===== src/rtl/ace_rd_arbiter_if.sv =====
// ACE read channel bundle (AR, R and RACK) shared by the requester and downstream sides.
// "master" issues read requests, "slave" accepts them and returns R beats.
interface ace_rd_arbiter_if #(
  parameter int ADDR_WIDTH = 32,
  parameter int DATA_WIDTH = 128
);
  logic                  arvalid;
  logic                  arready;
  logic [ADDR_WIDTH-1:0] araddr;
  logic [7:0]            arlen;
  logic [2:0]            arsize;
  logic [1:0]            arburst;
  logic                  rvalid;
  logic                  rready;
  logic [DATA_WIDTH-1:0] rdata;
  logic [3:0]            rresp;
  logic                  rlast;
  logic                  rack;

  modport master (
    output arvalid, araddr, arlen, arsize, arburst, rready, rack,
    input  arready, rvalid, rdata, rresp, rlast
  );

  modport slave (
    input  arvalid, araddr, arlen, arsize, arburst, rready, rack,
    output arready, rvalid, rdata, rresp, rlast
  );
endinterface


===== src/rtl/ace_rd_arbiter.sv =====
// Round-robin arbiter sharing one downstream ACE read path between IFU (s0) and LSU (s1).
// A single transaction is in flight at a time; R beats are steered back to the granted port.
module ace_rd_arbiter #(
  parameter int ADDR_WIDTH = 32,
  parameter int DATA_WIDTH = 128
) (
  input  logic                   clk,
  input  logic                   rst,
  ace_rd_arbiter_if.slave        s0,
  ace_rd_arbiter_if.slave        s1,
  ace_rd_arbiter_if.master       m,
  output logic                   busy
);

  typedef enum logic [1:0] {
    IDLE = 2'd0,
    ADDR = 2'd1,
    DATA = 2'd2
  } state_e;

  state_e                state_q, state_d;
  logic                  grant_q, grant_d;
  logic                  prio_q, prio_d;
  logic                  arvalid_q, arvalid_d;
  logic                  rack_win_q, rack_win_d;
  logic [ADDR_WIDTH-1:0] araddr_q, araddr_d;
  logic [7:0]            arlen_q, arlen_d;
  logic [2:0]            arsize_q, arsize_d;
  logic [1:0]            arburst_q, arburst_d;

  logic                  grant;
  logic                  s0_arready, s1_arready;
  logic                  s0_rvalid, s1_rvalid;
  logic                  m_rready, m_rack;

  always_comb begin
    state_d    = state_q;
    grant_d    = grant_q;
    prio_d     = prio_q;
    arvalid_d  = arvalid_q;
    rack_win_d = 1'b0;
    araddr_d   = araddr_q;
    arlen_d    = arlen_q;
    arsize_d   = arsize_q;
    arburst_d  = arburst_q;
    s0_arready = 1'b0;
    s1_arready = 1'b0;
    s0_rvalid  = 1'b0;
    s1_rvalid  = 1'b0;
    m_rready   = 1'b0;
    m_rack     = 1'b0;
    grant      = (s0.arvalid && s1.arvalid) ? prio_q : s1.arvalid;

    unique case (state_q)
      IDLE: begin
        // rack window stays open one cycle so a late acknowledge still reaches downstream
        m_rack = rack_win_q & (grant_q ? s1.rack : s0.rack);
        if (s0.arvalid || s1.arvalid) begin
          s0_arready = ~grant;
          s1_arready = grant;
          araddr_d   = grant ? s1.araddr  : s0.araddr;
          arlen_d    = grant ? s1.arlen   : s0.arlen;
          arsize_d   = grant ? s1.arsize  : s0.arsize;
          arburst_d  = grant ? s1.arburst : s0.arburst;
          grant_d    = grant;
          prio_d     = ~grant;
          arvalid_d  = 1'b1;
          state_d    = ADDR;
        end
      end
      ADDR: begin
        if (m.arready) begin
          arvalid_d = 1'b0;
          state_d   = DATA;
        end
      end
      DATA: begin
        s0_rvalid = ~grant_q & m.rvalid;
        s1_rvalid =  grant_q & m.rvalid;
        m_rready  = grant_q ? s1.rready : s0.rready;
        m_rack    = grant_q ? s1.rack   : s0.rack;
        if (m.rvalid && m_rready && m.rlast) begin
          state_d    = IDLE;
          rack_win_d = 1'b1;
        end
      end
      default: state_d = IDLE;
    endcase
  end

  always_ff @(posedge clk) begin
    if (rst) begin
      state_q    <= IDLE;
      grant_q    <= 1'b0;
      prio_q     <= 1'b0;
      arvalid_q  <= 1'b0;
      rack_win_q <= 1'b0;
      araddr_q   <= '0;
      arlen_q    <= '0;
      arsize_q   <= '0;
      arburst_q  <= '0;
    end else begin
      state_q    <= state_d;
      grant_q    <= grant_d;
      prio_q     <= prio_d;
      arvalid_q  <= arvalid_d;
      rack_win_q <= rack_win_d;
      araddr_q   <= araddr_d;
      arlen_q    <= arlen_d;
      arsize_q   <= arsize_d;
      arburst_q  <= arburst_d;
    end
  end

  assign s0.arready = s0_arready;
  assign s1.arready = s1_arready;
  assign s0.rvalid  = s0_rvalid;
  assign s1.rvalid  = s1_rvalid;
  assign s0.rdata   = m.rdata;
  assign s1.rdata   = m.rdata;
  assign s0.rresp   = m.rresp;
  assign s1.rresp   = m.rresp;
  assign s0.rlast   = m.rlast;
  assign s1.rlast   = m.rlast;

  assign m.arvalid  = arvalid_q;
  assign m.araddr   = araddr_q;
  assign m.arlen    = arlen_q;
  assign m.arsize   = arsize_q;
  assign m.arburst  = arburst_q;
  assign m.rready   = m_rready;
  assign m.rack     = m_rack;

  assign busy = (state_q != IDLE);

endmodule


===== src/flat_wrapper.sv =====
// flat-port wrapper written by rule: the top's interface ports become plain ports
module ace_rd_arbiter_flat 
#(
  parameter int ADDR_WIDTH = 32,
  parameter int DATA_WIDTH = 128
)
  (clk, rst, busy, s0_arvalid, s0_araddr, s0_arlen, s0_arsize, s0_arburst, s0_rready, s0_rack, s0_arready, s0_rvalid, s0_rdata, s0_rresp, s0_rlast, s1_arvalid, s1_araddr, s1_arlen, s1_arsize, s1_arburst, s1_rready, s1_rack, s1_arready, s1_rvalid, s1_rdata, s1_rresp, s1_rlast, m_arvalid, m_araddr, m_arlen, m_arsize, m_arburst, m_rready, m_rack, m_arready, m_rvalid, m_rdata, m_rresp, m_rlast);
  ace_rd_arbiter_if #(.ADDR_WIDTH(ADDR_WIDTH), .DATA_WIDTH(DATA_WIDTH)) s0_i ();
  ace_rd_arbiter_if #(.ADDR_WIDTH(ADDR_WIDTH), .DATA_WIDTH(DATA_WIDTH)) s1_i ();
  ace_rd_arbiter_if #(.ADDR_WIDTH(ADDR_WIDTH), .DATA_WIDTH(DATA_WIDTH)) m_i ();
  input  logic clk;
  input  logic rst;
  output logic busy;
  input wire logic [$bits(s0_i.arvalid)-1:0] s0_arvalid;
  input wire logic [$bits(s0_i.araddr)-1:0] s0_araddr;
  input wire logic [$bits(s0_i.arlen)-1:0] s0_arlen;
  input wire logic [$bits(s0_i.arsize)-1:0] s0_arsize;
  input wire logic [$bits(s0_i.arburst)-1:0] s0_arburst;
  input wire logic [$bits(s0_i.rready)-1:0] s0_rready;
  input wire logic [$bits(s0_i.rack)-1:0] s0_rack;
  output wire logic [$bits(s0_i.arready)-1:0] s0_arready;
  output wire logic [$bits(s0_i.rvalid)-1:0] s0_rvalid;
  output wire logic [$bits(s0_i.rdata)-1:0] s0_rdata;
  output wire logic [$bits(s0_i.rresp)-1:0] s0_rresp;
  output wire logic [$bits(s0_i.rlast)-1:0] s0_rlast;
  input wire logic [$bits(s1_i.arvalid)-1:0] s1_arvalid;
  input wire logic [$bits(s1_i.araddr)-1:0] s1_araddr;
  input wire logic [$bits(s1_i.arlen)-1:0] s1_arlen;
  input wire logic [$bits(s1_i.arsize)-1:0] s1_arsize;
  input wire logic [$bits(s1_i.arburst)-1:0] s1_arburst;
  input wire logic [$bits(s1_i.rready)-1:0] s1_rready;
  input wire logic [$bits(s1_i.rack)-1:0] s1_rack;
  output wire logic [$bits(s1_i.arready)-1:0] s1_arready;
  output wire logic [$bits(s1_i.rvalid)-1:0] s1_rvalid;
  output wire logic [$bits(s1_i.rdata)-1:0] s1_rdata;
  output wire logic [$bits(s1_i.rresp)-1:0] s1_rresp;
  output wire logic [$bits(s1_i.rlast)-1:0] s1_rlast;
  output wire logic [$bits(m_i.arvalid)-1:0] m_arvalid;
  output wire logic [$bits(m_i.araddr)-1:0] m_araddr;
  output wire logic [$bits(m_i.arlen)-1:0] m_arlen;
  output wire logic [$bits(m_i.arsize)-1:0] m_arsize;
  output wire logic [$bits(m_i.arburst)-1:0] m_arburst;
  output wire logic [$bits(m_i.rready)-1:0] m_rready;
  output wire logic [$bits(m_i.rack)-1:0] m_rack;
  input wire logic [$bits(m_i.arready)-1:0] m_arready;
  input wire logic [$bits(m_i.rvalid)-1:0] m_rvalid;
  input wire logic [$bits(m_i.rdata)-1:0] m_rdata;
  input wire logic [$bits(m_i.rresp)-1:0] m_rresp;
  input wire logic [$bits(m_i.rlast)-1:0] m_rlast;
  assign s0_i.arvalid = s0_arvalid;
  assign s0_i.araddr = s0_araddr;
  assign s0_i.arlen = s0_arlen;
  assign s0_i.arsize = s0_arsize;
  assign s0_i.arburst = s0_arburst;
  assign s0_i.rready = s0_rready;
  assign s0_i.rack = s0_rack;
  assign s0_arready = s0_i.arready;
  assign s0_rvalid = s0_i.rvalid;
  assign s0_rdata = s0_i.rdata;
  assign s0_rresp = s0_i.rresp;
  assign s0_rlast = s0_i.rlast;
  assign s1_i.arvalid = s1_arvalid;
  assign s1_i.araddr = s1_araddr;
  assign s1_i.arlen = s1_arlen;
  assign s1_i.arsize = s1_arsize;
  assign s1_i.arburst = s1_arburst;
  assign s1_i.rready = s1_rready;
  assign s1_i.rack = s1_rack;
  assign s1_arready = s1_i.arready;
  assign s1_rvalid = s1_i.rvalid;
  assign s1_rdata = s1_i.rdata;
  assign s1_rresp = s1_i.rresp;
  assign s1_rlast = s1_i.rlast;
  assign m_arvalid = m_i.arvalid;
  assign m_araddr = m_i.araddr;
  assign m_arlen = m_i.arlen;
  assign m_arsize = m_i.arsize;
  assign m_arburst = m_i.arburst;
  assign m_rready = m_i.rready;
  assign m_rack = m_i.rack;
  assign m_i.arready = m_arready;
  assign m_i.rvalid = m_rvalid;
  assign m_i.rdata = m_rdata;
  assign m_i.rresp = m_rresp;
  assign m_i.rlast = m_rlast;
  ace_rd_arbiter #(.ADDR_WIDTH(ADDR_WIDTH), .DATA_WIDTH(DATA_WIDTH)) u_core (.clk(clk), .rst(rst), .s0(s0_i), .s1(s1_i), .m(m_i), .busy(busy));
endmodule

===== config.mk =====
export PLATFORM = sky130hd
export DESIGN_NAME = ace_rd_arbiter_flat
export DESIGN_NICKNAME = d
export VERILOG_FILES = /design/src/rtl/ace_rd_arbiter_if.sv /design/src/rtl/ace_rd_arbiter.sv /design/src/flat_wrapper.sv
export SDC_FILE = /design/constraint.sdc
export NUM_CORES = 1
export LEC_CHECK = 0
export BUFFER_PORTS_ARGS = -buffer_cell sky130_fd_sc_hd__buf_4
export CAP_MARGIN = 10
export CORE_AREA = 10 10 208 210
export DETAILED_ROUTE_END_ITERATION = 10
export DIE_AREA = 0 0 218 220
export PLACE_DENSITY = 0.41
export RECOVER_POWER = 25
export SYNTH_ARGS = -nofsm -noshare
export SYNTH_HDL_FRONTEND = slang
export SYNTH_SLANG_ARGS = --single-unit
export TNS_END_PERCENT = 10

===== constraint.sdc =====
create_clock -name clk -period 2 [get_ports clk]
set_input_delay 0.3 -clock clk [delete_from_list [all_inputs] [get_ports clk]]
set_output_delay 0.3 -clock clk [all_outputs]
set_load 0.005 [all_outputs]

**After elaboration in Yosys (flattened, before gate mapping)**

Index checks and enable logic that the tools add are counted.
Widths: inputs -> output; s select.

- Flip-flop bits (word level): 51
- Output and inout bits: 319
- Memory bits (read-only): 0
- Bits in writable memories: 0
- Input bits: 233
- Logic and storage cells: 54
- Memories kept: 0
- Latch bits: 0

- Bitwise logic cells: 6
- Divide/modulo/power cells: 0
- Equal/unequal tests: 5
- Mux-type cells: 23
- Multipliers: 0
- Add/subtract/negate cells: 0
- Shifts and indexed selects: 0
- Order comparisons: 0
- Reduce and logical (&&, ||, !) cells: 11

Operators by type and width:

| cell | count |
|---|---|
| $mux 32 | 1 |
| $mux 1 | 13 |
| $mux 2 | 4 |
| $mux 8 | 1 |
| $pmux 2 s3 | 1 |
| $reduce_and 3->1 | 2 |
| $ne 2x1->1 const B | 2 |
| $pmux 1 s2 | 2 |
| $reduce_bool 2->1 | 2 |
| $and 1x1->1 | 3 |
| $logic_and 1x1->1 | 3 |
| $mux 3 | 1 |
| $not 1->1 | 3 |
| $eq 2x1->1 const B | 1 |
| $eq 2x2->1 const B | 1 |
| $logic_not 2->1 | 1 |
| $ne 2x2->1 const B | 1 |
| $reduce_and 2->1 | 1 |
| $reduce_or 2->1 | 1 |
| $logic_or 1x1->1 | 1 |

**Logic depth before layout (Yosys ltp)**

- Word-level depth: 5
- Mapped depth: 7
- Depth with buffers taken out: 4

**Worst setup path before layout**

No wires, ideal clock.

- Kind: register to output
- Start: register u_core.state_q[0]
- End: output port s1_arready
- Setup slack: 0.680 ns
- Data arrival time: 1.020 ns
- Data required time: 1.700 ns
- Stages on the path, launching flop included: 7
- Path buffers: 3
- Cells stage by stage: dfxtp_1 -> buf_6 -> nor3b_2 -> buf_6 -> buf_12 -> nand2_2 -> inv_2

- Cells in the longest elaborated chain, start to end: 2

Ends and longest elaborated chain:

| item | RTL line | text |
|---|---|---|
| start: declaration | ace_rd_arbiter.sv:21 | `state_e state_q, state_d;` |
| start signal: assignment | ace_rd_arbiter.sv:103 | `state_q <= state_d;` |
| $logic_not 2->1 | ace_rd_arbiter.sv:54 | `unique case (state_q)` |
| $mux 1 | ace_rd_arbiter.sv:54 |  |
| end: declaration | flat_wrapper.sv:33 | `output wire logic [$bits(s1_i.arready)-1:0] s1_arready;` |

Every way passes these cells.

**Worst setup path after layout**

- Start: register u_core.state_q[1]
- End: output port s1_rvalid

- Cells in the longest elaborated chain, start to end: 2

Ends and longest elaborated chain:

| item | RTL line | text |
|---|---|---|
| $eq 2x2->1 | ace_rd_arbiter.sv:54 |  |
| $mux 1 | ace_rd_arbiter.sv:54 |  |
| end: declaration | flat_wrapper.sv:34 | `output wire logic [$bits(s1_i.rvalid)-1:0] s1_rvalid;` |

Every way passes these cells.

==> key figures <==
Layout
  – Ant diodes: 0
  – Fill count: 4573
  – Design Area, Final: 4594 um^2
  – Area Growth Syn to Fin: -1.502%
  – Commonest cells after routing, fill and taps aside: 175 x buf_4, 51 x nand3_1, 51 x dfxtp_1
  – Leading cell type in the layout, fill and taps excluded: buf_4
  – Fraction of layout cells with a size suffix above 1: 0.5133
  – Fin nets: 685

CTS
  – H-tree lvl count: 2
  – CTS clock-pin slew for the worst setup and hold paths: 80 ps
  – Hold_buf cts: 0
  – Resize count post-CTS: 0
  – Root buf cell: clkbuf_16
  – Clock Path Buffers: 2
  – Buffer count from post-CTS setup fixing: 0
  – CTS tree: built
  – Worst skew pair latency: 330 ps
  – Total CTS buffers: 5
  – Clock sinks: 51

Pwr
  – Leakage: 1.692 nW
  – PwrDens: 661.9 nW/um^2
  – VDD IR-drop max: 0.2849 mV

Timing
  – Period utilization: 0.8887
  – Slew of the pin with the lowest slew margin: 461.0 ps
  – Clock Skew: 13.10 ps
  – Relative slew slack: 0.6926
  – Min Tclk post-route: 1777 ps
  – Final setup viols: 0
  – Final TNS setup: 0 ps
  – Fin. Hold Viols: 0
  – Slew Limit Fails: 0
  – Fmax: 562.6 MHz
  – RSZ-0062 raised after global routing: no

Die
  – Io pins: 552
  – Core area: 39280 um^2
  – Initial Util: 0.1188
  – Die Wd: 218 um
  – Die area: 47960 um^2
  – FP Rows: 73
  – DIE HEIGHT: 220 um

Detailed routing
  – Routed wire length: 19110 um
  – Vias: 3322
  – DR iter-0 viols: 228
  – Routed length per instance: 19.56 um
  – Vias/cell: 3.400
  – Drt drc: 0
  – Routed Antenna Nets: 0
  – Router iterations before antenna repair: 4

Placed design
  – Gpl congestion: 0.6840
  – Post-DP Area: 4451 um^2
  – I/O Buffers: 155
  – Detail Placement HPWL: 14700 um

Logic synthesis
  – Post-synthesis mux area share: 0.004292
  – Adder-cell share of the synthesized area: 0
  – Mean post-synth cell area: 8.198 um^2
  – Synth Net Count: 802
  – Yosys cell types: 31
  – Post-Synth Simple-Gate Area: 0.1599
  – Xor and xnor area share after synthesis: 0
  – Sequential share of the synthesized area: 0.2189
  – Netlist Area Pre-Place: 4664 um^2
  – Synthesis-stage register bit count: 51
  – Synth Area in Compound Gates: 0.1269
  – Synth area leaders: buf_4 43%, dfxtp_1 22%, nand3_2 8.4%
  – Yosys top cell by area: buf_4
  – Warning count from the yosys run: 0
  – Proportion of netlist area held by the largest area contributor: 0.4329
  – Main combinational cell family by area after synthesis: buffers and inverters
  – Synth Instances: 569

Min path
  – Min-delay worst type: primary input to register

Setup path
  – CP Class: register to output pin
  – Worst-path maximum fanout: 9
  – Reg2Reg Capture Point: u_core.m.araddr[24]
  – Worst Reg-to-Reg Cells: 5
  – Critical Path Start: u_core.state_q[1]
  – Req. time, crit path: 1700 ps
  – Critical path arrival: 1480 ps
  – FF-to-FF Start: u_core.state_q[0]
  – Worst Setup EP: s1_rvalid
  – Crit end category: output pin
  – Startpoint Class: register
  – FF-to-FF setup slack: 480 ps

Global routing
  – First-pass GRT wire length: 25970 um
  – Maximum number of pins on one net before global-route repair: 34
  – Vias in the first global route: 3585
  – Initial antenna violation count: 0
  – GRT overflow: 0
  – All-Layer GR Usage: 0.07568

Run status
  – Status: complete, no violations

Job
  – Max_cap viols: 0
-- cell usage after synthesis, drive strengths merged --
cell and instances:
buf 294, nand3 90, dfxtp 51, o21ai 49
a31oi 45, clkbuf 8, nor2 5, a21oi 4
inv 4, nand2 4, mux2i 2, nand2b 2
nor3 2, a2111oi 1, a21boi 1, and3 1
nand3b 1, nor2b 1, nor3b 1, nor4 1
o21ba 1, o21bai 1
-- worst max-delay path, cell delays in order, from the launching register on --
cell and delay [ps]:
dfxtp_1 550, nor2b_1 240, and3_1 220, buf_4 140
-- per-layer routing --
metal / wire length [um] / up-vias / GRT usage / part of all wire
li1: - / 1427 / - / -
met1: 6342 / 1461 / 0.06948 / 0.33
met2: 8967 / 312 / 0.1221 / 0.47
met3: 2579 / 122 / 0.04210 / 0.13
met4: 1216 / 0 / 0.06272 / 0.064
met5: 0 / - / 0 / 0
-- area by class of cell --
type	instances	area, um^2	share of cell area
Clock buffer	6	138.9	0.03023
Clock inverter	1	5.005	0.001089
Inverter	4	15.01	0.003268
Multi-Input combinational cell	212	1384	0.3012
Sequential cell	51	1021	0.2222
Tap cell	525	656.9	0.1430
Timing Repair Buffer	178	1374	0.2990
-- sequential cells by signal, summed over array words and instances (netlist names) --
signal and count:
u_core.m.arburst 2, u_core.rack_win_q 1, u_core.state_q 2, u_core.grant_q 1
u_core.m.arvalid 1, u_core.prio_q 1, u_core.m.araddr 32, u_core.m.arsize 3
u_core.m.arlen 8
-- worst min-delay path by stage --
stage / depth (start not counted) / slack, ps / end / from
final: 2 / 190 / u_core.state_q[0] / m_arready
after detailed placement: 2 / 500 / u_core.m.araddr[31] / u_core.m.araddr[31]
after global placement: 2 / 490 / u_core.m.araddr[31] / u_core.m.araddr[31]
after global routing: 2 / 190 / u_core.state_q[0] / m_arready
after floorplan: 1 / 420 / u_core.state_q[0] / m_arready
after CTS: 2 / 160 / u_core.state_q[0] / m_arready
-- logic make-up after synthesis --
family	Yosys count
AO/OA/AOI/OAI	102
flip-flops	51
multiplexers	2
AND/OR/NAND/NOR	108
buffers and inverters	306
-- per-stage QoR --
stage / util / hold WS [ps] / setup WS [ps] / cells / power (mW)
after global placement: 0.1133 / 490.9 / 482.3 / 970 / 2.113
final: 0.1170 / 194.2 / 222.6 / 977 / 3.041
after CTS: 0.1170 / 161.1 / 157.2 / 977 / 3.143
after detailed placement: 0.1133 / 495.3 / 491.6 / 970 / 2.109
after floorplan: - / 421.7 / 679.9 / 569 / 2.037
after global routing: 0.1170 / 189.8 / 119.5 / 977 / 3.232
-- power breakdown --
part / switching [mW] / internal [mW]
Combinational: 0.458 / 0.424
Sequential: 0.0654 / 1.11
Clock: 0.491 / 0.494
Power figures use the tool's default switching activity.
